$ cat src/rtl/cpu6_bus_pkg.sv
// CPU6 bus controller shared types and constants.
// Used by cpu6_bus_ctrl and cpu6_page_table; CPU6_MMU_EN selects the page-table build.
package cpu6_bus_pkg;

    typedef enum logic [2:0] {IDLE, ACCESS, WAIT, IOWAIT, DONE} state_t;
    typedef enum logic [1:0] {ROM, RAM, IO, PT} region_t;

    localparam logic [15:0] PT_BASE      = 16'hF100;
    localparam logic [15:0] PT_LAST      = 16'hF11F;
    localparam logic [7:0]  ERR_CLR_ADDR = 8'hFF;   // offset from IO_BASE
    localparam logic [7:0]  TIMEOUT_DATA = 8'hFF;

    // Region decode, priority ROM > I/O > page table > RAM. ROM runs up to 16'hFFFF inclusive.
    function automatic region_t decode(input logic [15:0] la, input logic [15:0] rom_base,
                                       input logic [15:0] io_base, input logic mmu_en);
        logic [16:0] io_last;
        io_last = {1'b0, io_base} + 17'h000FF;
        if (la >= rom_base)
            return ROM;
        if ({1'b0, la} >= {1'b0, io_base} && {1'b0, la} <= io_last)
            return IO;
        if (mmu_en && la >= PT_BASE && la <= PT_LAST)
            return PT;
        return RAM;
    endfunction

endpackage

$ cat src/rtl/cpu6_page_table.sv
// 32 x 7 logical-to-physical page table for the CPU6 MMU (CPU6_MMU_EN builds only).
// Async clear, synchronous write, two combinational read ports: one for translation,
// one for CPU reads of the table itself.
import cpu6_bus_pkg::*;

module cpu6_page_table (
    input  logic       clock,
    input  logic       reset,
    input  logic       wr_en_i,
    input  logic [4:0] wr_idx_i,
    input  logic [6:0] wr_data_i,
    input  logic [4:0] map_idx_i,
    output logic [6:0] map_o,
    input  logic [4:0] ent_idx_i,
    output logic [6:0] ent_o
);

    logic [31:0][6:0] pt_q;

    // Table storage: cleared by reset, one entry written per CPU write.
    always_ff @(posedge clock or posedge reset) begin
        if (reset)
            pt_q <= '0;
        else if (wr_en_i)
            pt_q[wr_idx_i] <= wr_data_i;
    end

    assign map_o = pt_q[map_idx_i];
    assign ent_o = pt_q[ent_idx_i];

endmodule

$ cat src/rtl/cpu6_bus_ctrl.sv
// CPU6 bus controller: region decode, per-region wait states, I/O ack/timeout handshake.
// Define CPU6_MMU_EN to add the 32-entry page table (writable at 16'hF100..16'hF11F) that
// translates RAM accesses to 18-bit physical addresses.
import cpu6_bus_pkg::*;

module cpu6_bus_ctrl #(
    parameter int unsigned ROM_WAIT   = 0,
    parameter int unsigned RAM_WAIT   = 1,
    parameter int unsigned IO_TIMEOUT = 15,
    parameter logic [15:0] ROM_BASE   = 16'hFC00,
    parameter logic [15:0] IO_BASE    = 16'hF000
) (
    input  logic        clock,
    input  logic        reset,
    input  logic [15:0] cpu_addr,
    input  logic [7:0]  cpu_wdata,
    input  logic        cpu_we,
    input  logic        cpu_re,
    output logic [7:0]  cpu_rdata,
    output logic        cpu_busy,
    output logic        cpu_done,
    output logic        bus_error,
    output logic [17:0] mem_addr,
    output logic [7:0]  mem_wdata,
    input  logic [7:0]  mem_rdata,
    output logic        rom_cs,
    output logic        ram_cs,
    output logic        mem_we,
    output logic        mem_oe,
    output logic        io_cs,
    input  logic        io_ack
);

`ifdef CPU6_MMU_EN
    localparam logic MMU_ON = 1'b1;
`else
    localparam logic MMU_ON = 1'b0;
`endif

    localparam logic [15:0] ERR_CLR = IO_BASE + {8'h00, ERR_CLR_ADDR};

    state_t      state_q, state_d;
    region_t     region_q, req_region;
    logic        we_q;
    logic [7:0]  wdata_q, rdata_q, cnt_q, cnt_d, wait_load;
    logic [17:0] mem_addr_q, phys_addr;
    logic        err_q, busy_q, busy_d, done_q, done_d;
    logic        rom_cs_q, rom_cs_d, ram_cs_q, ram_cs_d, io_cs_q, io_cs_d;
    logic        mem_we_q, mem_we_d, mem_oe_q, mem_oe_d;
    logic [6:0]  pt_frame, pt_entry;
    logic        req, cnt_zero;

    assign req      = cpu_we | cpu_re;
    assign cnt_zero = (cnt_q == 8'd0);

`ifdef CPU6_MMU_EN
    logic pt_we;
    assign pt_we = (state_q == WAIT) && cnt_zero && (region_q == PT) && we_q;
    // Page-table entry index is the low address bits, which PT accesses carry untranslated.
    cpu6_page_table u_pt (
        .clock     (clock),
        .reset     (reset),
        .wr_en_i   (pt_we),
        .wr_idx_i  (mem_addr_q[4:0]),
        .wr_data_i (wdata_q[6:0]),
        .map_idx_i (cpu_addr[15:11]),
        .map_o     (pt_frame),
        .ent_idx_i (mem_addr_q[4:0]),
        .ent_o     (pt_entry)
    );
`else
    assign pt_frame = '0;
    assign pt_entry = '0;
`endif

    // Decode the incoming request and form its physical address; only RAM is translated.
    always_comb begin
        req_region = decode(cpu_addr, ROM_BASE, IO_BASE, MMU_ON);
        phys_addr  = {2'b00, cpu_addr};
        if (MMU_ON && req_region == RAM)
            phys_addr = {pt_frame, cpu_addr[10:0]};
    end

    // Wait-counter preload per region; I/O counts IO_TIMEOUT cycles including the last one.
    always_comb begin
        case (region_q)
            ROM:     wait_load = 8'(ROM_WAIT);
            RAM:     wait_load = 8'(RAM_WAIT);
            IO:      wait_load = 8'(IO_TIMEOUT - 1);
            default: wait_load = 8'd0;
        endcase
    end

    // State register.
    always_ff @(posedge clock or posedge reset) begin
        if (reset) state_q <= IDLE;
        else       state_q <= state_d;
    end

    // Next-state and wait-counter logic.
    always_comb begin
        state_d = state_q;
        cnt_d   = cnt_q;
        case (state_q)
            IDLE:   if (req) state_d = ACCESS;
            ACCESS: begin
                cnt_d   = wait_load;
                state_d = (region_q == IO) ? IOWAIT : WAIT;
            end
            WAIT: begin
                if (cnt_zero) state_d = DONE;
                else          cnt_d   = cnt_q - 8'd1;
            end
            IOWAIT: begin
                if (io_ack || cnt_zero) state_d = DONE;
                else                    cnt_d   = cnt_q - 8'd1;
            end
            DONE:    state_d = IDLE;
            default: state_d = IDLE;
        endcase
    end

    // Output decode from the next state so every strobe comes straight off a flop.
    always_comb begin
        logic strobe;
        strobe   = (state_d == WAIT) || (state_d == IOWAIT);
        rom_cs_d = (state_d == WAIT) && (region_q == ROM);
        ram_cs_d = (state_d == WAIT) && (region_q == RAM);
        io_cs_d  = (state_d == IOWAIT);
        mem_we_d = strobe && (region_q != PT) && we_q;
        mem_oe_d = strobe && (region_q != PT) && !we_q;
        busy_d   = (state_d == ACCESS) || strobe;
        done_d   = (state_d == DONE);
    end

    // Output registers; reset drops every select and strobe immediately.
    always_ff @(posedge clock or posedge reset) begin
        if (reset) begin
            {rom_cs_q, ram_cs_q, io_cs_q, mem_we_q, mem_oe_q, busy_q, done_q} <= '0;
        end else begin
            rom_cs_q <= rom_cs_d;
            ram_cs_q <= ram_cs_d;
            io_cs_q  <= io_cs_d;
            mem_we_q <= mem_we_d;
            mem_oe_q <= mem_oe_d;
            busy_q   <= busy_d;
            done_q   <= done_d;
        end
    end

    // Request latch, read-data capture and the sticky timeout flag.
    always_ff @(posedge clock or posedge reset) begin
        if (reset) begin
            region_q   <= RAM;
            we_q       <= 1'b0;
            wdata_q    <= '0;
            mem_addr_q <= '0;
            rdata_q    <= '0;
            cnt_q      <= '0;
            err_q      <= 1'b0;
        end else begin
            cnt_q <= cnt_d;
            if (state_q == IDLE && req) begin
                region_q   <= req_region;
                we_q       <= cpu_we;
                wdata_q    <= cpu_wdata;
                mem_addr_q <= phys_addr;
                if (cpu_we && cpu_addr == ERR_CLR)
                    err_q <= 1'b0;
            end
            if (state_q == WAIT && cnt_zero && !we_q)
                rdata_q <= (region_q == PT) ? {1'b0, pt_entry} : mem_rdata;
            if (state_q == IOWAIT) begin
                if (io_ack) begin
                    if (!we_q) rdata_q <= mem_rdata;
                end else if (cnt_zero) begin
                    err_q <= 1'b1;
                    if (!we_q) rdata_q <= TIMEOUT_DATA;
                end
            end
        end
    end

    assign cpu_rdata = rdata_q;
    assign cpu_busy  = busy_q;
    assign cpu_done  = done_q;
    assign bus_error = err_q;
    assign mem_addr  = mem_addr_q;
    assign mem_wdata = wdata_q;
    assign rom_cs    = rom_cs_q;
    assign ram_cs    = ram_cs_q;
    assign io_cs     = io_cs_q;
    assign mem_we    = mem_we_q;
    assign mem_oe    = mem_oe_q;

endmodule
$ cat config.mk
export PLATFORM = sky130hd
export DESIGN_NAME = cpu6_bus_ctrl
export DESIGN_NICKNAME = d
export VERILOG_FILES = /design/src/rtl/cpu6_bus_pkg.sv /design/src/rtl/cpu6_page_table.sv /design/src/rtl/cpu6_bus_ctrl.sv
export SDC_FILE = /design/constraint.sdc
export NUM_CORES = 1
export LEC_CHECK = 0
export BUFFER_PORTS_ARGS = -buffer_cell sky130_fd_sc_hd__buf_2
export CORE_MARGIN = 1.5
export CORE_UTILIZATION = 54
export DETAILED_ROUTE_END_ITERATION = 6
export PLACE_DENSITY = 0.84
export SLEW_MARGIN = 10
export SYNTH_ARGS = -nofsm -noshare
export SYNTH_HDL_FRONTEND = slang
export SYNTH_SLANG_ARGS = --single-unit
$ cat constraint.sdc
create_clock -name clock -period 5.35 [get_ports clock]
set_input_delay 1.07 -clock clock [delete_from_list [all_inputs] [get_ports clock]]
set_output_delay 1.07 -clock clock [all_outputs]
set_load 0.005 [all_outputs]
==> impl_metrics.py, run 1 <==
metrics = {
    "worst_setup_path": {
        "path_buf_inv": 2,
        "start_kind": "flop",
        "slowest_stage": "nor3b_1",
        "crit_type": "flop to flop",
        "worstRegToRegCells": 7,
        "cp.depth": 7,
        "crit_path_max_fanout": 8,
        "cp-startpoint": "cnt_q[0]",
        "timing.rr.end": "cnt_q[1]",
        "critPathArrivalTime_ns": 2.33,
        "worstPathCellList": "inv_1 -> ha_1 -> nor3b_1 -> a221o_2 -> and2_4 -> inv_2 -> mux2_4",
        "required_ns": 5.55,
        "critPathTopFamily": "simple AND/OR/NAND/NOR gates",
        "r2r-start": "cnt_q[0]",
        "cpPeakStageDelay_ns": 0.43,
        "crit_path_end_kind": "flop",
        "reg2reg_slack_ns": 3.21,
    },
    "sta": {
        "hold_viol_final": 0,
        "clock.fmax_mhz": 468,
        "min_period_ns": 2.14,
        "worst_slew_pin_slew_ns": 0.896,
        "setup-tns-final_ns": 0,
        "grt_setup_unrepaired": "no",
        "fin_worst_skew_ns": 0.00438,
        "slew_violations": 0,
        "relSlewSlack_pct": 40.2,
        "worst_slack_ns": 3.21,
        "fin_crit_sh_pct": 39.9,
        "setup-violations-final": 0,
    },
    "run_status": {
        "status": "complete, no violations",
    },
    "global_route": {
        "grt_pass1_vias": 1846,
        "grtUsageTotal_pct": 21.2,
        "antenna_found_initial": 0,
        "overflow": 0,
        "grt_max_degree": 55,
        "grt_pass1_wl_mm": 8.25,
    },
    "power_and_ir_drop": {
        "p_seq_share_pct": 42.3,
        "swShare_pct": 36.2,
        "power_density_nw_per_um2": 581,
        "total_power_mw": 1.71,
        "switching_power_mw": 0.620,
        "ir_drop_v": 0.000336,
        "internal-power_mw": 1.09,
        "pwr-share-comb_pct": 44.2,
        "p_clk_share_pct": 13.5,
        "p_leak_nw": 1.38,
    },
    "yosys": {
        "syn_area_per_cell_um2": 12.3,
        "syn_area_um2": 2440,
        "synth_async_sr_flop_share_pct": 100,
        "synth_area_leaders": "dfrtp_1 54%, mux2_2 12%, o2bb2ai_1 3.2%",
        "synth_ff_type": "dfrtp_1",
        "synth_area_leader_cell": "dfrtp_1",
        "yosysWarnings": 0,
        "synthCells": 199,
        "ys_seq_elements": 54,
        "yosysTopAreaCellShare_pct": 54.3,
        "yosysSeqAreaShare_pct": 55.4,
        "synth_edf_count": 0,
        "synth_cell_type_count": 52,
    },
    "hold_path": {
        "whs_path_depth": 1,
        "holdPathEnd": "bus_error",
        "min_path_type": "flop to flop",
        "worstHoldStart": "bus_error",
    },
    "clock_network": {
        "root_buffer": "clkbuf_8",
        "post_cts_resized": 0,
        "insertion_delay_ns": 0.30,
        "cts_sinks": 54,
        "cts_tree": "built",
        "hold_buffers": 0,
        "cts_setup_buffers": 0,
        "clk_path_buf_depth": 2,
        "clk_pin_slew_ns": 0.09,
        "cts_buffers": 5,
        "htreeDepth": 2,
    },
    "die": {
        "die-area_um2": 4930,
        "die-height_um": 70.2,
        "die_w_um": 70.2,
        "io_pins": 79,
        "start_util_pct": 56.1,
        "core-area_um2": 4350,
        "rows": 24,
    },
    "drt": {
        "post-route-drc-count": 0,
        "num_vias": 1845,
        "dr.pass1.iters": 4,
        "ant_nets": 0,
        "vias_per_cell": 5.63,
        "drt-wirelength-per-cell_um": 14.9,
        "initialDrtViolationCount": 113,
        "postRouteWirelength_mm": 4.89,
    },
    "placed_design": {
        "place_area_um2": 2860,
        "post-place-ws_ns": 2.96,
        "dpl.hpwl_mm": 3.56,
        "port_buffers": 76,
        "place_inst": 320,
        "place.gp.congestion": 0.811,
    },
    "flow_run": {
        "drv_cap": 0,
    },
    "cells_and_area": {
        "num_antenna_cells": 0,
        "layout-drive-gt1-share_pct": 44.9,
        "area_growth_pct": 20.8,
        "final_cells": 328,
        "fin_area_um2": 2950,
        "fin_nets": 313,
    },
}
-- power by group through the flow --
stage                     sequential, mW  clock [mW]  combinational [mW]
after global routing               0.754       0.249               0.838
after detailed placement           0.730           0               0.765
final                              0.724       0.231               0.758
after CTS                          0.725       0.238               0.767
after floorplan                    0.718           0               0.520
after global placement             0.725           0               0.739
-- worst reg2reg max path, delay by kind of cell, from the launching register on --
family                   cells  cell delay (ns)
buffers and inverters        2             0.16
flip-flops                   1             0.40
adder cells (fa/ha/maj)      1             0.20
multiplexers                 1             0.30
AND/OR/NAND/NOR              2             0.63
AO/OA/AOI/OAI                1             0.34
-- worst max path at each step --
stage	to
after global placement	cnt_q[1]
after CTS	flop
after detailed placement	cnt_q[1]
final	cnt_q[1]
after floorplan	asynchronous set/reset pin
after global routing	cnt_q[1]
-- area by class of cell --
class                   instances  area (um^2)
repair buffers                 77          388
inverters                       8         31.3
well taps                      52         65.1
clock inverters                 1         5.00
multi-input cells             129         1020
fillers                       339         1410
clock buffers                   7         86.3
flip-flops and latches         54         1350
-- Yosys cell counts (2+ instances only) --
cell type,count
a211oi_1,2
a21oi_1,4
a22o_1,2
a41oi_1,2
buf_2,5
buf_4,2
clkbuf_1,2
dfrtp_1,53
inv_1,7
mux2_2,25
mux2i_1,4
nand2_1,10
nand2b_1,7
nand3_1,2
nand4_1,2
nor2_1,13
nor2b_1,4
nor3_1,2
nor4_1,3
o211ai_1,3
o21ai_0,4
o2bb2ai_1,9
o31ai_1,2
or4_1,2
-- logic make-up (layout without fill, tap and decap cells) --
group	Yosys count	count (layout)	synth area share [%]
buffers and inverters	17	93	3.18
AND/OR/NAND/NOR	59	59	14.6
AO/OA/AOI/OAI	37	37	12.4
adder cells (fa/ha/maj)	1	1	0.512
flip-flops	54	54	55.4
multiplexers	30	30	13.8
other	1	2	0.154
-- per-stage QoR --
| step | utilization, % | hold slack (ns) |
|---|---|---|
| final | 67.7 | 0.506 |
| after global placement | 65.6 | 0.470 |
| after CTS | 67.7 | 0.506 |
| after detailed placement | 65.6 | 0.469 |
| after global routing | 67.7 | 0.532 |
| after floorplan | - | 0.479 |
-- metal layers --
metal	wire, um	GRT usage (%)	vias up
met5	0	0	-
met4	59	7.26	0
met3	270	5.48	6
met2	2380	34.0	57
met1	2190	28.1	903
li1	-	-	879
-- cells in the final DEF (no fill, tap or decap), drive strengths merged, types with 3 or more instances in the layout --
cell type and count:
mux2i 4, o211ai 3, mux2 26, nand2 10, nand2b 7, a21oi 4
o21ai 4, o2bb2ai 9, nor2b 4, buf 77, o31ai 3, inv 7
dfrtp 53, clkbuf 7, a211oi 3, nor4 5, nor2 13, or4 3
No activity file was read; power rests on OpenSTA's default activity.
==> inputs of run 2 (changes only) <==
--- a/config.mk
+++ b/config.mk
@@ -7,9 +7,9 @@
 export LEC_CHECK = 0
 export BUFFER_PORTS_ARGS = -buffer_cell sky130_fd_sc_hd__buf_2
 export CORE_MARGIN = 1.5
-export CORE_UTILIZATION = 54
+export CORE_UTILIZATION = 50
 export DETAILED_ROUTE_END_ITERATION = 6
-export PLACE_DENSITY = 0.84
+export PLACE_DENSITY = 0.79
 export SLEW_MARGIN = 10
 export SYNTH_ARGS = -nofsm -noshare
 export SYNTH_HDL_FRONTEND = slang
==> constraint.sdc (replaced) <==
create_clock -name clock -period 2.11 [get_ports clock]
set_input_delay 0.422 -clock clock [delete_from_list [all_inputs] [get_ports clock]]
set_output_delay 0.422 -clock clock [all_outputs]
set_load 0.005 [all_outputs]
==> run 2 against run 1 <==
Effect of this change:
- worst hold slack lost 0.34 ns
- final cell count grew 7.0%
- utilization shrank 2.2 points
- design area grew 4.9%
- worst setup slack lost 3.1 ns
- critical path depth is the same
- non-clock buffer count grew 8
- clock-buffer cell count shrank 1
- global-route usage shrank 1.0 points
- clock power grew to 3.2 times the previous value
- critical path type unchanged
- largest cell class unchanged
- largest power group unchanged
==> impl_metrics.py, run 2 (synthesized netlist as in run 1, its figures left out) <==
metrics = {
    "die": {
        "rows": 25,
        "die-height_um": 72.9,
        "die-area_um2": 5310,
        "core-area_um2": 4720,
        "die_w_um": 72.9,
        "start_util_pct": 51.7,
        "io_pins": 79,
    },
    "drt": {
        "met2_length_mm": 2.43,
        "drt-wirelength-per-cell_um": 14.2,
        "wl_met3_um": 290,
        "top_layer": "met4",
        "num_vias": 1870,
        "wl_met1_mm": 2.20,
        "ant_nets": 0,
        "post-route-drc-count": 0,
        "vias_per_cell": 5.33,
        "initialDrtViolationCount": 89,
        "postRouteWirelength_mm": 5.00,
        "dr.pass1.iters": 6,
    },
    "sta": {
        "relSlewSlack_pct": 60.1,
        "hold_viol_final": 0,
        "min_period_ns": 2.00,
        "slew_violations": 0,
        "clock.fmax_mhz": 499,
        "grt_setup_unrepaired": "no",
        "worst_slack_ns": 0.106,
        "setup-tns-final_ns": 0,
        "fin_crit_sh_pct": 95.0,
        "worst_slew_pin_slew_ns": 0.597,
        "setup-violations-final": 0,
        "fin_worst_skew_ns": 0.00771,
    },
    "hold_path": {
        "min_path_type": "input port to asynchronous set/reset pin",
    },
    "worst_setup_path": {
        "crit_path_max_fanout": 8,
        "crit_type": "flop to flop",
        "timing.rr.end": "cnt_q[1]",
        "reg2reg_slack_ns": 0.11,
        "required_ns": 2.31,
        "start_kind": "flop",
        "worstRegToRegCells": 7,
        "critPathArrivalTime_ns": 2.21,
        "cp-startpoint": "cnt_q[0]",
        "crit_path_end_kind": "flop",
        "r2r-start": "cnt_q[0]",
    },
    "cells_and_area": {
        "final_cells": 351,
        "final-seq-area_um2": 1350,
        "layout-drive-gt1-share_pct": 47.9,
        "n_fill_cell": 369,
        "num_antenna_cells": 0,
        "fin_nets": 321,
        "final_common_cell": "buf_2",
        "final_cell_mix": "76 x buf_2, 53 x dfrtp_1, 25 x mux2_2",
        "area_growth_pct": 26.7,
        "multi_input_area_um2": 1040,
    },
    "placed_design": {
        "place_inst": 343,
        "place.gp.congestion": 0.837,
        "dpl.hpwl_mm": 3.71,
        "post-place-ws_ns": 0.0995,
        "port_buffers": 76,
    },
    "global_route": {
        "grt_max_degree": 29,
        "grtUsageTotal_pct": 20.2,
        "antenna_found_initial": 0,
        "overflow": 0,
        "grt_pass1_vias": 1864,
        "grt_pass1_wl_mm": 8.28,
    },
    "clock_network": {
        "insertion_delay_ns": 0.31,
        "hold_buffers": 0,
        "clk_path_buf_depth": 2,
        "clk_pin_slew_ns": 0.10,
        "post_cts_resized": 0,
        "root_buffer": "clkbuf_8",
        "htreeDepth": 2,
        "cts_setup_buffers": 0,
        "cts_tree": "built",
        "cts_sinks": 54,
        "cts_buffers": 5,
    },
    "power_and_ir_drop": {
        "power_density_nw_per_um2": 1510,
        "total_power_mw": 4.66,
        "ir_drop_v": 0.000781,
        "p_leak_nw": 1.44,
    },
    "run_status": {
        "status": "complete, no violations",
    },
    "flow_run": {
        "drv_cap": 0,
    },
}
## run 2: cell count changes in the layout (fill, tap and decap cells not counted), sizes merged
cell    delta
buf        +8
clkinv     -2
inv        +2
bufinv     +1
clkbuf     -1
## run 2: power breakdown
part	switching [mW]	internal, mW
clock network	0.347	0.391
registers	0.330	1.51
logic	0.975	1.11
total	1.65	3.01
## run 2: critical path, stage by stage (launching register included)
cell and delay [ns]:
dfrtp_1 0.38, inv_1 0.07, ha_2 0.20, nor3b_2 0.17
a221o_2 0.42, and2_4 0.21, inv_2 0.13, mux2_4 0.32
## run 2: cell type report
cell class | instances | share of cell area (%)
Sequential cell | 54 | 43.7
Multi-Input combinational cell | 129 | 33.8
Timing Repair Buffer | 85 | 14.9
Tap cell | 67 | 2.71
Clock buffer | 6 | 2.67
Clock inverter | 2 | 1.25
Inverter | 8 | 0.971
## run 2: metal layers
metal  track usage (%)  vias to the layer above
met2              33.2                       58
met5                 0                        -
met4              8.39                        0
met3              4.83                        9
li1                  -                      895
met1              25.5                      908
## run 2: worst max-delay path by stage
stage / slack (ns) / cells past startpoint / end
after floorplan: 0.17 / 7 / flop
after global placement: 0.14 / 6 / flop
after detailed placement: 0.1 / 6 / flop
after CTS: 0.08 / 6 / flop
after global routing: 0.008 / 6 / flop
final: 0.11 / 7 / cnt_q[1]
## run 2: per-stage QoR
step	utilization, %	hold WS (ns)	area, um^2
after floorplan	-	0.479	2440
after global placement	62.4	0.472	2950
after detailed placement	62.4	0.488	2950
after CTS	65.0	0.172	3070
after global routing	65.5	0.208	3090
final	65.5	0.161	3090
